**config.mk**
```make
export PLATFORM = sky130hd
export DESIGN_NAME = counter_share_sched
export DESIGN_NICKNAME = d
export VERILOG_FILES = /design/src/rtl/counter_share_sched.sv
export SDC_FILE = /design/constraint.sdc
export NUM_CORES = 1
export LEC_CHECK = 0
export CAP_MARGIN = 20
export CELL_PAD_IN_SITES_DETAIL_PLACEMENT = 1
export CELL_PAD_IN_SITES_GLOBAL_PLACEMENT = 1
export CORE_MARGIN = 4
export CORE_UTILIZATION = 31
export CTS_CLUSTER_SIZE = 40
export DETAILED_ROUTE_END_ITERATION = 7
export GPL_TIMING_DRIVEN = 0
export PLACE_DENSITY_LB_ADDON = 0.1
export SLEW_MARGIN = 5
export SYNTH_ARGS = -nofsm -noshare
export SYNTH_HDL_FRONTEND = slang
export SYNTH_SLANG_ARGS = --single-unit
```
**constraint.sdc**
```tcl
create_clock -name CLK -period 2.3 [get_ports CLK]
set_input_delay 0.46 -clock CLK [delete_from_list [all_inputs] [get_ports CLK]]
set_output_delay 0.46 -clock CLK [all_outputs]
set_load 0.1 [all_outputs]
```
**src/rtl/counter_share_sched.sv**
```systemverilog
// counter_share_sched: round-robin owner of one shared external counter.
// The scheduler grants one requester at a time, clears the counter, enables it
// until it reaches that requester's latched run length, then pulses done.
// An overflow or a dropped request aborts the run with a one-cycle err pulse.
module counter_share_sched #(
    parameter int NREQ = 4,
    parameter int CW   = 8
) (
    input  logic                 CLK,
    input  logic                 RST,
    input  logic [NREQ-1:0]      req,
    input  logic [NREQ*CW-1:0]   len,
    output logic [NREQ-1:0]      gnt,
    output logic [NREQ-1:0]      done,
    output logic                 err,
    output logic                 busy,
    output logic                 cnt_rst_n,
    output logic                 cnt_en,
    input  logic [CW-1:0]        cnt_val,
    input  logic                 cnt_ovf
);

    localparam int PW = (NREQ > 1) ? $clog2(NREQ) : 1;

    typedef enum logic [1:0] {
        IDLE = 2'd0,
        CLR  = 2'd1,
        RUN  = 2'd2,
        DONE = 2'd3
    } state_t;

    state_t          state, state_n;
    logic [PW-1:0]   ptr, ptr_n;
    logic [PW-1:0]   own, own_n;
    logic [CW-1:0]   tgt, tgt_n;
    logic [NREQ-1:0] gnt_n;
    logic [NREQ-1:0] done_n;
    logic            err_n;
    logic            cnt_rst_n_n;

    logic            pick_found;
    logic [PW-1:0]   pick_idx;
    logic [PW-1:0]   ptr_after;
    logic            own_req;
    logic            match;
    int              scan_idx;

    // Round-robin search: first asserted request starting at ptr, wrapping.
    always_comb begin
        pick_found = 1'b0;
        pick_idx   = '0;
        scan_idx   = 0;
        for (int k = 0; k < NREQ; k++) begin
            scan_idx = int'(ptr) + k;
            if (scan_idx >= NREQ) begin
                scan_idx = scan_idx - NREQ;
            end
            if (!pick_found && req[scan_idx]) begin
                pick_found = 1'b1;
                pick_idx   = PW'(scan_idx);
            end
        end
    end

    // Pointer value that hands priority to the requester after the owner.
    always_comb begin
        if (int'(own) == NREQ - 1) begin
            ptr_after = '0;
        end else begin
            ptr_after = own + PW'(1);
        end
    end

    assign own_req = req[own];
    assign match   = (cnt_val == tgt);
    assign busy    = (state != IDLE);

    // Next-state logic, registered-output next values and the counter enable.
    always_comb begin
        state_n     = state;
        ptr_n       = ptr;
        own_n       = own;
        tgt_n       = tgt;
        gnt_n       = gnt;
        done_n      = '0;
        err_n       = 1'b0;
        cnt_rst_n_n = 1'b0;
        cnt_en      = 1'b0;
        case (state)
            IDLE: begin
                if (pick_found) begin
                    own_n   = pick_idx;
                    tgt_n   = len[int'(pick_idx)*CW +: CW];
                    gnt_n   = NREQ'(1) << pick_idx;
                    state_n = CLR;
                end
            end
            CLR: begin
                cnt_rst_n_n = 1'b1;
                state_n     = RUN;
            end
            RUN: begin
                cnt_en = !match && !cnt_ovf && own_req;
                if (cnt_ovf || !own_req) begin
                    err_n   = 1'b1;
                    gnt_n   = '0;
                    ptr_n   = ptr_after;
                    state_n = IDLE;
                end else if (match) begin
                    done_n  = gnt;
                    state_n = DONE;
                end else begin
                    cnt_rst_n_n = 1'b1;
                end
            end
            DONE: begin
                gnt_n   = '0;
                ptr_n   = ptr_after;
                state_n = IDLE;
            end
            default: begin
                gnt_n   = '0;
                state_n = IDLE;
            end
        endcase
    end

    // State and registered outputs, synchronous active-low reset.
    always_ff @(posedge CLK) begin
        if (!RST) begin
            state     <= IDLE;
            ptr       <= '0;
            own       <= '0;
            tgt       <= '0;
            gnt       <= '0;
            done      <= '0;
            err       <= 1'b0;
            cnt_rst_n <= 1'b0;
        end else begin
            state     <= state_n;
            ptr       <= ptr_n;
            own       <= own_n;
            tgt       <= tgt_n;
            gnt       <= gnt_n;
            done      <= done_n;
            err       <= err_n;
            cnt_rst_n <= cnt_rst_n_n;
        end
    end

endmodule

```
Word level (Yosys, flattened, before mapping)

Index checks and enable logic that the tools add are counted.

Muxes and demuxes: 41
Add/sub/neg operators: 8
Magnitude comparators: 9
Equality and inequality tests: 8
Reductions and logical operators: 22
Shifts and indexed selects: 2
Bitwise gates (word level): 3

Operators by type and width:

| operator              | number |
|---|---|
| $lt A32 B4 Y1 const B | 4 |
| $mux W32              | 4 |
| $shiftx A32 B6 Y8     | 1 |
| $mux W2               | 9 |
| $mux W1               | 17 |
| $pmux W4 S3           | 1 |
| $sub A3 B3 Y4 const B | 3 |
| $bmux W1 S2           | 5 |
| $ge A3 B3 Y1 const B  | 3 |
| $eq A8 B8 Y1          | 1 |
| $mux W4               | 2 |
| $pmux W2 S4           | 1 |
| $reduce_and A2 Y1     | 4 |
| $add A2 B2 Y3 const B | 2 |
| $logic_not A1 Y1      | 6 |
| $logic_and A1 B1 Y1   | 5 |
| $eq A2 B1 Y1 const B  | 2 |
| $eq A2 B2 Y1 const B  | 2 |
| $ne A2 B2 Y1 const B  | 2 |
| $pmux W2 S2           | 1 |
| $reduce_bool A2 Y1    | 2 |
| $reduce_or A4 Y1      | 1 |
| $shl A1 B2 Y4 const A | 1 |
| $sub A2 B3 Y4 const B | 1 |
| 11 further kinds      | 13 |

Register bits after elaboration: 24
Word-level logic and storage cells: 101

Depth between registers and ports, before layout

Depth after elaboration: 18
Depth in mapped cells: 7
Gate-level depth less buffers: 7

Worst setup path before layout

Ideal clock, no wire load.

Kind: register to register
Start: register state[0]
End: register state[0]
Setup slack: -0.754 ns
Stages on the path, launching flop included: 8
Data arrival time: 2.936 ns
Data required time: 2.181 ns
Cell sequence: dfxtp_1 > inv_1 > ha_1 > nor3b_1 > a2bb2oi_2 > a21oi_1 > a21oi_1 > o221a_2

Cells in the longest elaborated chain, start to end: 3
Elaborated cells on any way between the ends: 8

Ends and longest elaborated chain:

| what                                                   | RTL line | text |
|---|---|---|
| start, declared                                        | 32       | `state_t state, state_n;` |
| start signal, assigned                                 | 140      | `state <= state_n;` |
| $eq A2 B2 Y1 or $logic_not A2 Y1 (tied branches)       | 89       | `case (state)` |
| $ne A3 B3 Y1 (no line) or $ne A2 B2 Y1 (tied branches) | n/a      |  |
| $reduce_and A2 Y1 (no line)                            | n/a      |  |

Several ways; a longest one is shown, not always the timed one.
A chain may end at the register's enable or synchronous reset.

Worst setup path in the final report

Start: input port cnt_val[6]
End: output port cnt_en

Cells in the longest elaborated chain, start to end: 5

Ends and longest elaborated chain:

| what                              | RTL line | text |
|---|---|---|
| start, declared                   | 19       | `input logic [CW-1:0] cnt_val,` |
| $eq A8 B8 Y1                      | 75       | `assign match = (cnt_val == tgt);` |
| $logic_not A1 Y1                  | 103      | `cnt_en = !match && !cnt_ovf && own_req;` |
| $logic_and A1 B1 Y1 (2 in series) | 103      |  |
| $mux W1                           | 89       |  |
| end, declared                     | 18       | `output logic cnt_en,` |

No other way between the ends.

==> flow_metrics.tcl <==
set metrics [dict create \
    status "complete, no violations" \
    grt_pass1_wl_um 7458 \
    dpl.cell_count 267 \
    numClockSinks 24 \
    multi_input_area_um2 1021 \
    setup_viol_count_final 0 \
    rows 24 \
    die_h_um 75.89 \
    worstPathArrival_ns 1.81 \
    yosysMostFrequentCell "dfxtp_1" \
    finalMaxSlewViolations 0 \
    top_usage_layer "met2" \
    final_util_pct 52.32 \
    via_per_inst 5.321 \
    grtUsageTotal_pct 17.14 \
    synth_cells 157 \
    syn_area_um2 1429 \
    finalCritPeriodShare_pct 98.68 \
    fin_tns_setup_ns 0 \
    grt_use_met3_pct 4.354 \
    antenna_found_initial 0 \
    nets 272 \
    use_met1_pct 19.21 \
    first_pass_iters 4 \
    holdCritPathClass "reg -> reg" \
    synth.area.top_cells "dfxtp_1 34%, mux2i_1 7.7%, a2111oi_0 4.9%" \
    clock_path_buffers 2 \
    portBuffers 58 \
    tightestPinTransition_ns 0.9770 \
    yosysSeqAreaShare_pct 33.63 \
    synth_commonest_cells "24 x dfxtp_1, 11 x mux2i_1, 11 x nand2_1, 10 x o21ai_0, 9 x o21a_1" \
    vias 1442 \
    grt_pass1_vias 1589 \
    stdcell_count 271 \
    min_period_ns 2.270 \
    met2_usage_pct 32.41 \
    setup_slack_ns 0.03035 \
    syn_area_per_cell_um2 9.101 \
    wirelength_um 4634 \
    fin_worst_skew_ns 0.007418 \
    ant_nets 0 \
    slew-limit-headroom_pct 34.67 \
    ys_warn_count 0 \
    root_buffer "clkbuf_8" \
    cp.required_ns 1.84 \
    grt_max_degree 15 \
    yosys_register_bits 24 \
    crit_path_end_kind "output pin" \
    cts-buffers-inserted 3 \
    fillCellCount 487 \
    peakVddDrop_mv 0.2812 \
    core_area_um2 4414 \
    ios 59 \
    drive_gt1_share_pct 14.16 \
    cts-htree-levels 1 \
    yosysTopAreaCellShare_pct 33.63 \
    worstPathMaxFanout 3 \
    cap_violations 0 \
    wl_per_cell_um 17.10 \
    fmax_mhz 440.6 \
    clk_pin_slew_ns 0.09 \
    routabilityCongestion 0.7858 \
    die_w_um 75.89 \
    synth_edf_count 0 \
    ys_async_sr_fraction_pct 0 \
    holdWs_ns 0.4650 \
    synthesis.nets 209 \
    rsz0062_at_grt "yes" \
    path_class "in -> out" \
    syn_to_final_growth_pct 61.65 \
    cts_hold_buf 0 \
    seq_area_um2 480.5 \
    finalHoldViolCount 0 \
    p_leak_nw 0.9369 \
    pre_cts_slack_ns -0.9775 \
    critPathLaunchType "primary input" \
    yosysUniqueCellTypes 40 \
    clk_latency_ns 0.27 \
    cts_tree "yes" \
    drc 0 \
    drt_iter0_markers 7 \
    initial_core_util_pct 32.37 \
    die_area_um2 5759 \
    ys.flop_type "dfxtp_1" \
    dp_hpwl_um 3672 \
    synth_area_leader_cell "dfxtp_1" \
    overflow 0 \
    power.density_nw_per_um2 610.6 \
    num_antenna_cells 0 \
]
## routing by layer
metal | wire length, um | vias up | part of all wire (%)
li1 | - | 709 | -
met2 | 2472 | 40 | 53
met4 | 58 | 0 | 1.3
met5 | 0 | - | 0
met1 | 1880 | 689 | 41
met3 | 223 | 4 | 4.8
## path summary, 6_finish.rpt
path / from / endpoint / slack, ns / depth (start not counted)
worst max-delay path: cnt_val[6] / cnt_en / 0.03 / 5
worst max register to register: state[0]$_SDFFE_PN0P_ / gnt[1]$_SDFFE_PN0P_ / 0.23 / 7
worst min-delay path: gnt[3]$_SDFFE_PN0P_ / gnt[3]$_SDFFE_PN0P_ / 0.47 / 2
worst min register to register: gnt[3]$_SDFFE_PN0P_ / gnt[3]$_SDFFE_PN0P_ / 0.47 / 2
## cells in the final DEF (no fill, tap or decap), drive strengths merged, types with 6 or more instances in the layout
cell type / n
o21a: 9
nand2: 11
a2111oi: 8
inv: 6
clkbuf: 6
and2: 6
mux2i: 11
clkdlybuf4s50: 52
dfxtp: 24
o21ai: 10
a21boi: 6
xor2: 8
a211oi: 8
## power breakdown
group | switching, W | total [W] | internal [W]
registers | 0.0000359 | 0.000495 | 0.000459
logic | 0.000313 | 0.000541 | 0.000228
clock network | 0.000142 | 0.000374 | 0.000233
## kinds of logic after synthesis
group / after synthesis / synth area share [%]
compound gates: 56 / 28.98
buf+inv: 13 / 4.553
fa+ha+maj: 5 / 4.378
xor+xnor: 8 / 4.904
simple gates: 39 / 15.06
flops: 24 / 33.63
mux: 12 / 8.494
## sequential cells by signal (all words and copies together), names as in the netlist
signal / flops
cnt_rst_n: 1
done: 4
err: 1
gnt: 4
own: 2
ptr: 2
state: 2
tgt: 8
## metrics by stage
stage	power [W]	cell area, um^2
final	0.001410	2310
after global routing	0.001486	2310
after CTS	0.001378	2196
after detailed placement	0.0009812	2086
after global placement	0.0009663	2086
after floorplan	0.0007993	1440
## worst max-delay path, cell delays in order
cell and delay (ns):
clkdlybuf4s50_1 0.43, xor2_1 0.17, nor4_2 0.43, a21oi_4 0.13, buf_12 0.19
## cell type report
class,instances,area share (%)
Buffer,7,2.059
Clock buffer,3,1.788
Timing Repair Buffer,58,26.06
Clock inverter,1,1.300
Inverter,6,0.9751
Tap cell,52,2.817
Sequential cell,24,20.80
Multi-Input combinational cell,120,44.20
## repair_timing
action,CTS,global route
setup buffers,0,0
pin swaps,0,2
endpoints found under the hold margin,0,0
resized for setup,22,24
setup endpoints to repair,11,15
(Power assumes the default switching activity.)
